==> src/rtl/omap_drain_if.sv <==
// Result stream from omap_drain to the output buffer / DMA writer.
// One word per out_valid && out_ready handshake.
interface omap_drain_if #(
  parameter int WORD_SIZE = 32,
  parameter int IDX_W     = 2
);
  logic [WORD_SIZE-1:0] out_data;
  logic [IDX_W-1:0]     out_idx;
  logic                 out_valid;
  logic                 out_ready;
  logic                 out_last;

  modport master (
    output out_data,
    output out_idx,
    output out_valid,
    output out_last,
    input  out_ready
  );

  modport slave (
    input  out_data,
    input  out_idx,
    input  out_valid,
    input  out_last,
    output out_ready
  );
endinterface

==> src/rtl/omap_drain.sv <==
// Tile controller for a complex-MAC PE chain: feed window, skew flush,
// single-cycle capture of all PE omaps with PE clear, then handshaked drain.
module omap_drain #(
  parameter int NUM_PE    = 4,
  parameter int WORD_SIZE = 32,
  parameter int KLEN_W    = 16
) (
  input  logic                        clk,
  input  logic                        rst,
  input  logic                        start,
  input  logic [KLEN_W-1:0]           k_len,
  output logic                        feed_en,
  output logic                        pe_clr,
  input  logic [NUM_PE*WORD_SIZE-1:0] omap_in,
  omap_drain_if.master                out_if,
  output logic                        busy,
  output logic                        done
);

  localparam int IDX_W = (NUM_PE > 1) ? $clog2(NUM_PE) : 1;
  localparam int CNT_W = (KLEN_W > IDX_W) ? KLEN_W : IDX_W;
  localparam logic [IDX_W-1:0] LAST_IDX  = IDX_W'(NUM_PE - 1);
  localparam logic [CNT_W-1:0] FLUSH_CNT = CNT_W'(NUM_PE - 1);

  typedef enum logic [2:0] {
    S_IDLE,
    S_FEED,
    S_FLUSH,
    S_CAPTURE,
    S_DRAIN
  } state_e;

  state_e               state_q, state_d;
  logic [CNT_W-1:0]     cnt_q, cnt_d;
  logic [IDX_W-1:0]     idx_q, idx_d;
  logic                 done_q, done_d;
  logic [WORD_SIZE-1:0] buf_q [NUM_PE];
  logic                 accept;

  assign accept = (state_q == S_DRAIN) && out_if.out_ready;

  // cnt_q holds remaining cycles minus one, so k_len = 2^KLEN_W-1 loads
  // without overflow and the same counter serves both FEED and FLUSH.
  always_comb begin
    state_d = state_q;
    cnt_d   = cnt_q;
    idx_d   = idx_q;
    done_d  = 1'b0;
    unique case (state_q)
      S_IDLE: begin
        if (start) begin
          if (k_len != '0) begin
            state_d = S_FEED;
            cnt_d   = CNT_W'(k_len) - CNT_W'(1);
          end else begin
            state_d = S_FLUSH;
            cnt_d   = FLUSH_CNT;
          end
        end
      end
      S_FEED: begin
        if (cnt_q == '0) begin
          state_d = S_FLUSH;
          cnt_d   = FLUSH_CNT;
        end else begin
          cnt_d = cnt_q - CNT_W'(1);
        end
      end
      S_FLUSH: begin
        if (cnt_q == '0) begin
          state_d = S_CAPTURE;
        end else begin
          cnt_d = cnt_q - CNT_W'(1);
        end
      end
      S_CAPTURE: begin
        state_d = S_DRAIN;
        idx_d   = '0;
      end
      S_DRAIN: begin
        if (accept) begin
          if (idx_q == LAST_IDX) begin
            state_d = S_IDLE;
            idx_d   = '0;
            done_d  = 1'b1;
          end else begin
            idx_d = idx_q + IDX_W'(1);
          end
        end
      end
      default: state_d = S_IDLE;
    endcase
  end

  always_ff @(posedge clk) begin
    if (rst) begin
      state_q <= S_IDLE;
      cnt_q   <= '0;
      idx_q   <= '0;
      done_q  <= 1'b0;
    end else begin
      state_q <= state_d;
      cnt_q   <= cnt_d;
      idx_q   <= idx_d;
      done_q  <= done_d;
    end
  end

  // The PEs clear on the same edge that samples their final omap values.
  always_ff @(posedge clk) begin
    if (rst) begin
      for (int unsigned i = 0; i < NUM_PE; i++) begin
        buf_q[i] <= '0;
      end
    end else if (state_q == S_CAPTURE) begin
      for (int unsigned i = 0; i < NUM_PE; i++) begin
        buf_q[i] <= omap_in[i*WORD_SIZE +: WORD_SIZE];
      end
    end
  end

  always_comb begin
    feed_en          = (state_q == S_FEED);
    pe_clr           = rst || (state_q == S_CAPTURE);
    busy             = (state_q != S_IDLE);
    done             = done_q;
    out_if.out_valid = (state_q == S_DRAIN);
    out_if.out_idx   = idx_q;
    out_if.out_last  = (state_q == S_DRAIN) && (idx_q == LAST_IDX);
    out_if.out_data  = '0;
    if (state_q == S_DRAIN) begin
      out_if.out_data = buf_q[idx_q];
    end
  end

endmodule

==> src/flat_wrapper.sv <==
// flat-port wrapper written by rule: the top's interface ports become plain ports
module omap_drain_flat 
#(
  parameter int NUM_PE    = 4,
  parameter int WORD_SIZE = 32,
  parameter int KLEN_W    = 16
)
  (clk, rst, start, k_len, feed_en, pe_clr, omap_in, busy, done, out_if_out_data, out_if_out_idx, out_if_out_valid, out_if_out_last, out_if_out_ready);
  omap_drain_if #(.WORD_SIZE(WORD_SIZE), .IDX_W((2))) out_if_i ();
  input  logic clk;
  input  logic rst;
  input  logic start;
  input  logic [KLEN_W-1:0] k_len;
  output logic feed_en;
  output logic pe_clr;
  input  logic [NUM_PE*WORD_SIZE-1:0] omap_in;
  output logic busy;
  output logic done;
  output wire logic [$bits(out_if_i.out_data)-1:0] out_if_out_data;
  output wire logic [$bits(out_if_i.out_idx)-1:0] out_if_out_idx;
  output wire logic [$bits(out_if_i.out_valid)-1:0] out_if_out_valid;
  output wire logic [$bits(out_if_i.out_last)-1:0] out_if_out_last;
  input wire logic [$bits(out_if_i.out_ready)-1:0] out_if_out_ready;
  assign out_if_out_data = out_if_i.out_data;
  assign out_if_out_idx = out_if_i.out_idx;
  assign out_if_out_valid = out_if_i.out_valid;
  assign out_if_out_last = out_if_i.out_last;
  assign out_if_i.out_ready = out_if_out_ready;
  omap_drain #(.NUM_PE(NUM_PE), .WORD_SIZE(WORD_SIZE), .KLEN_W(KLEN_W)) u_core (.clk(clk), .rst(rst), .start(start), .k_len(k_len), .feed_en(feed_en), .pe_clr(pe_clr), .omap_in(omap_in), .out_if(out_if_i), .busy(busy), .done(done));
endmodule
==> config.mk <==
export PLATFORM = sky130hd
export DESIGN_NAME = omap_drain_flat
export DESIGN_NICKNAME = d
export VERILOG_FILES = /design/src/rtl/omap_drain_if.sv /design/src/rtl/omap_drain.sv /design/src/flat_wrapper.sv
export SDC_FILE = /design/constraint.sdc
export NUM_CORES = 1
export LEC_CHECK = 0
export CAP_MARGIN = 20
export CORE_MARGIN = 4
export CORE_UTILIZATION = 50
export DETAILED_ROUTE_END_ITERATION = 8
export PLACE_DENSITY = 0.83
export SETUP_SLACK_MARGIN = 0.2
export SLEW_MARGIN = 20
export SYNTH_ARGS = -nofsm -noshare
export SYNTH_HDL_FRONTEND = slang
export SYNTH_SLANG_ARGS = --single-unit
==> constraint.sdc <==
create_clock -name clk -period 11.2 [get_ports clk]
set_clock_uncertainty 0.15 [all_clocks]
set_input_delay 3.36 -clock clk [delete_from_list [all_inputs] [get_ports clk]]
set_output_delay 3.36 -clock clk [all_outputs]
set_load 0.02 [all_outputs]
==> metrics.md, run 1 <==
| Metric | Value |
|---|---|
| Status | `finished, final reports clean` |
| Finished layout cell area | `9920 µm²` |
| Final Hold Fails | `0` |
| Commonest non-fill, non-tap cell in the layout | `clkdlybuf4s50_1` |
| CTS tree | `built` |
| Residual DRC count | `0` |
| Vias in the first global route | `5670` |
| Period utilization | `80.9%` |
| Cell area after synthesis | `7400 µm²` |
| Unrepaired setup endpoints after global routing | `false` |
| Initial core utilization | `50.9%` |
| H-tree lvl count | `4` |
| Die ar. | `16800 µm²` |
| Via count | `5344` |
| Design Power | `1.81 mW` |
| Synth Net Count | `726` |
| Cell accounting for the most synthesized area | `edfxtp_1` |
| Grt met1 use | `27.3%` |
| Post-DP HPWL | `12.7 mm` |
| Library cells used by synthesis | `53` |
| Cell Pwr Density | `183 nW/µm²` |
| #FFs+latches synth | `152` |
| Worst EP required | `7.69 ns` |
| EDFF count, synth | `128` |
| Setup violators final | `0` |
| Share of layout cells above drive strength 1 | `10.1%` |
| Cells after Synth | `574` |
| Ant diodes | `0` |
| Max Slew Vio Count | `0` |
| Cells resized by post-CTS repair | `0` |
| CP max stage delay | `0.74 ns` |
| Placed Area | `9410 µm²` |
| CP top delay family | `buffers and inverters` |
| Max cap viols | `0` |
| Largest net degree at the start of global routing | `106` |
| Met3 usage | `5.81%` |
| Post-CTS setup repair buffer count | `0` |
| Lkg Pwr | `3.65 nW` |
| Dpl cells | `915` |
| Hold/Removal Path Class | `reg -> reg` |
| Fmax | `0.110 GHz` |
| CP most frequent cell | `clkdlybuf4s50_1` |
| Clk slew on worst S/H paths | `0.06 ns` |
| Ys flop type | `edfxtp_1` |
| CTS Buffer Depth | `2` |
| Critical path peak fanout | `52` |
| Fin crit period | `9.06 ns` |
| Post-Route WL | `18.3 mm` |
| Seq/Total Area, Yosys | `58.4%` |
| Root Buffer | `clkbuf_16` |
| Worst skew pair latency | `0.41 ns` |
| Crit start category | `input pin` |
| Final core utilization | `68.2%` |
| Setup crit end kind | `primary output` |
| Synth top area cells | `edfxtp_1, and2_1, mux4_2, dfxtp_1, and3_1` |
| Met2 Use GR | `39.6%` |
| Iter 0 DRT Violations | `394` |
| Non-filler cells in the finished layout | `947` |
| Synth Area per Inst | `12.9 µm²` |
| Worst-margin pin slew | `0.937 ns` |
| Bufs and invs on worst path | `3` |
| Grt ovf | `0` |
| Setup tns final | `0 ns` |
| Slew headroom | `37.5%` |
| Core ar. | `14500 µm²` |
| TritonRoute pass-1 iters | `5` |
| Routed vias/inst | `5.64` |
| GP Congestion | `0.844` |
| First-pass GRT wire length | `28.9 mm` |
| CP max stage cell | `clkdlybuf4s50_1` |
| Die Wd | `130 µm` |
| Initial antenna violation count | `0` |
| Wire length per cell | `19.3 µm` |
| CTS Hold Bufs | `0` |
| Rows | `44` |
| Clk sink count | `152` |
| Critical path arrival | `5.55 ns` |
| Routed Antenna Nets | `0` |
| Buffers on Ports | `187` |
| Synth warn | `0` |
| FFs w/ async S/R, synth | `0%` |
| Cell breakdown of the critical path | `clkdlybuf4s50_1, buf_4, nand2b_4, clkdlybuf4s50_1` |
| Layout area overhead | `34.0%` |
| Busiest grt layer | `met2` |
| Final #Nets | `902` |
| Die height | `130 µm` |
| CTS Buf Count | `17` |
| Setup CP Type | `in -> out` |
| I/O pins | `188` |
| VDD IR-drop max | `0.000148 V` |
| Most frequent cells in the layout | `clkdlybuf4s50_1, and2_1, edfxtp_1, and3_1, mux4_2` |
| Post-synth top area share | `51.9%` |
| Total GRT Usage | `22.4%` |
[area by class of cell]
cell class | count | area, µm²
Tap cell | 184 | 230
Clock inverter | 5 | 26.3
Multi-Input combinational cell | 379 | 2910
Inverter | 7 | 26.3
Sequential cell | 152 | 4330
Clock buffer | 27 | 483
Timing Repair Buffer | 193 | 1920
Fill cell | 1008 | 4620
[flip-flops by register name, summed over array words and instances (netlist names), named ones only]
signal                 cells
u_core.buf_q             128
u_core.state_q             3
u_core.out_if.out_idx      2
u_core.cnt_q              16
u_core.done                1
[routing by layer]
| layer | vias up | routed length [µm] |
|---|---|---|
| met5 | - | 0 |
| li1 | 2483 | - |
| met2 | 245 | 9660 |
| met3 | 22 | 1300 |
| met4 | 0 | 228 |
| met1 | 2594 | 7100 |
[path summary, 6_finish.rpt]
path	cells past startpoint	start	slack [ns]	to
max reg2reg	3	u_core.state_q[1]	8.19	u_core.buf_q[3][12]
max	4	rst	2.14	pe_clr
min	2	u_core.cnt_q[14]	0.34	u_core.cnt_q[14]
min reg2reg	2	u_core.cnt_q[14]	0.34	u_core.cnt_q[14]
[cell families after synthesis]
kind of cell               share of synthesized area, %
AOI/OAI and AO/OA                                  5.76
xor gates and xnor gates                           1.54
adders and majority gates                         0.676
buffers and inverters                              2.52
DFF                                                58.4
muxes                                              9.74
and+or+nand+nor                                    21.3
[worst reg2reg max path: cells and delay by family (launching register included)]
kind,cells,cell delay (ns)
buffers and inverters,1,0.88
flip-flops,1,0.53
AND/OR/NAND/NOR,2,1.04
[cells in the mapped netlist, types with 2 or more instances]
cell	number
buf_4	3
xnor2_1	6
ha_1	4
nor2b_1	3
nand3b_1	2
o32ai_1	4
o21ai_0	16
edfxtp_1	128
inv_1	7
nand2_1	21
xor2_1	7
nor3b_1	2
or4_1	3
nor4_1	5
or3_1	3
nor4_4	2
and2_1	129
a22oi_1	7
and3_1	33
o22ai_1	5
nand3_1	7
buf_2	5
mux4_2	32
dfxtp_1	24
clkbuf_1	26
nand2_2	2
nor2_1	25
or2b_1	2
o21ai_2	2
nor3_1	12
a31oi_1	3
nor4b_1	2
nand2b_1	3
a21oi_1	18
nand4_1	3
[where the power goes]
part           switching [mW]  internal [mW]
Sequential             0.0537          0.687
Clock                   0.206          0.293
Combinational           0.326          0.244
[per-stage QoR]
stage               setup WS [ns]  hold WS [ns]
floorplan                   0.810         0.294
global placement             2.19         0.320
detailed placement           2.15         0.324
CTS                          2.13         0.333
global route                 2.05         0.360
finish                       2.14         0.339
Note: power is estimated with default switching activity, not from simulation.
==> run 2: changes to the inputs <==
==> constraint.sdc (replaced) <==
create_clock -name clk -period 9.3 [get_ports clk]
set_clock_uncertainty 0.15 [all_clocks]
set_input_delay 2.79 -clock clk [delete_from_list [all_inputs] [get_ports clk]]
set_output_delay 2.79 -clock clk [all_outputs]
set_load 0.02 [all_outputs]
==> metrics.md, run 2 (synthesized netlist as in run 1, its figures left out) <==
| Metric | Value |
|---|---|
| Commonest non-fill, non-tap cell in the layout | `clkdlybuf4s50_1` |
| Grt ovf | `0` |
| Post-CTS setup repair buffer count | `0` |
| Final #Nets | `903` |
| Buffers on Ports | `187` |
| Via count | `5361` |
| Vias in the first global route | `5652` |
| Max reg flops | `128` |
| Top Registers | `u_core.buf_q: 128 flops, u_core.cnt_q: 16 flops, u_core.state_q: 3 flops` |
| Residual DRC count | `0` |
| Routed Antenna Nets | `0` |
| Final Hold Fails | `0` |
| I/O pins | `188` |
| Die Wd | `130 µm` |
| CTS Hold Bufs | `0` |
| Final core utilization | `69.0%` |
| Clk slew on worst S/H paths | `0.06 ns` |
| Crit start category | `input pin` |
| Met3 WL | `1.20 mm` |
| CTS Buffer Depth | `2` |
| Hold Slack | `0.330 ns` |
| GP Congestion | `0.867` |
| Post-Route WL | `18.5 mm` |
| FILL cells | `1011` |
| Routed wl met2 | `9.46 mm` |
| Largest net degree at the start of global routing | `105` |
| Core ar. | `14500 µm²` |
| Layout area overhead | `35.6%` |
| Setup tns final | `0 ns` |
| VDD IR-drop max | `0.000147 V` |
| Top Metal Used | `met4` |
| Placement Setup Slack | `1.97 ns` |
| Root Buffer | `clkbuf_16` |
| TritonRoute pass-1 iters | `5` |
| Hold/Removal Path Class | `reg -> reg` |
| Int Pwr | `1.58 mW` |
| Critical path peak fanout | `25` |
| Post-DP HPWL | `12.9 mm` |
| Worst Hold Launch | `u_core.cnt_q[14]` |
| First-pass GRT wire length | `29.3 mm` |
| Final WS setup | `1.97 ns` |
| Die height | `130 µm` |
| Sw frac | `31.4%` |
| Setup CP Type | `in -> out` |
| Dpl cells | `916` |
| FF-to-FF path depth | `5` |
| Total GRT Usage | `22.9%` |
| Ant diodes | `0` |
| Critical R2R Launch | `u_core.state_q[2]` |
| Slew headroom | `32.3%` |
| Largest register by flop count | `u_core.buf_q` |
| Status | `finished, final reports clean` |
| Setup violators final | `0` |
| Period utilization | `78.8%` |
| H-tree lvl count | `4` |
| Die ar. | `16800 µm²` |
| Fin crit period | `7.33 ns` |
| Setup slack, reg-to-reg | `5.84 ns` |
| Fmax | `0.136 GHz` |
| Worst skew pair latency | `0.41 ns` |
| Wire length per cell | `19.5 µm` |
| CTS Buf Count | `17` |
| Initial antenna violation count | `0` |
| Critical path arrival | `4.39 ns` |
| Share of layout cells above drive strength 1 | `11.3%` |
| Rows | `44` |
| Clock power frac | `31.2%` |
| Worst reg2reg path endpoint | `u_core.buf_q[3][28]` |
| Max Slew Vio Count | `0` |
| Worst Hold Path EP | `u_core.cnt_q[14]` |
| Net switching power figure | `0.720 mW` |
| Max cap viols | `0` |
| WL met1 | `7.43 mm` |
| Multi-input combinational cell area | `2910 µm²` |
| Iter 0 DRT Violations | `350` |
| Hold path cells | `2` |
| Most frequent cells in the layout | `clkdlybuf4s50_1, and2_1, edfxtp_1, and3_1, mux4_2` |
| Cells resized by post-CTS repair | `0` |
| Non-filler cells in the finished layout | `948` |
| Clk sink count | `152` |
| Register share of total power | `39.1%` |
| Combinational Power Share | `29.7%` |
| Setup crit end kind | `primary output` |
| Routed vias/inst | `5.66` |
| CTS tree | `built` |
| Worst-margin pin slew | `1.02 ns` |
| Initial core utilization | `50.9%` |
| Worst EP required | `6.36 ns` |
| Sequential cell area | `4330 µm²` |
| Unrepaired setup endpoints after global routing | `false` |
| Cell Pwr Density | `229 nW/µm²` |
| Lkg Pwr | `3.72 nW` |
==> run 2: power by group through the flow <==
stage	combinational, mW	clock [mW]	sequential, mW
after floorplan	0.473	0	0.880
after detailed placement	0.671	0	0.910
after CTS	0.676	0.725	0.897
after global placement	0.652	0	0.900
final	0.682	0.716	0.898
after global routing	0.742	0.755	0.908
==> run 2: cell type report <==
type	instances	area share, %
repair buffers	194	19.2
clock buffers	19	4.41
well taps	184	2.29
multi-input cells	379	29.0
inverters	7	0.262
clock inverters	13	1.75
flip-flops and latches	152	43.1
==> run 2: worst max path at each step <==
stage               from     end  slack [ns]  cells after the start
floorplan            rst  pe_clr        1.52                      2
global placement     rst  pe_clr        1.97                      4
detailed placement   rst  pe_clr        1.97                      4
CTS                  rst  pe_clr        1.96                      4
global route         rst  pe_clr        1.91                      4
finish               rst  pe_clr        1.97                      4
==> run 2: stage by stage <==
step	total power [mW]	area (µm²)
after CTS	2.30	10000
after floorplan	1.35	7400
after detailed placement	1.58	9420
after global routing	2.41	10000
after global placement	1.55	9420
final	2.30	10000
==> run 2: worst max-delay path, cell delays in order <==
cell and delay, ns:
clkdlybuf4s50_1 0.46, buf_4 0.29, nand2b_4 0.22, clkdlybuf4s50_1 0.63
==> run 2: per-layer routing <==
layer / GRT usage, % / vias up
met5: 0 / -
met4: 7.64 / 0
met3: 5.15 / 24
met2: 38.9 / 231
met1: 29.3 / 2625
li1: - / 2481
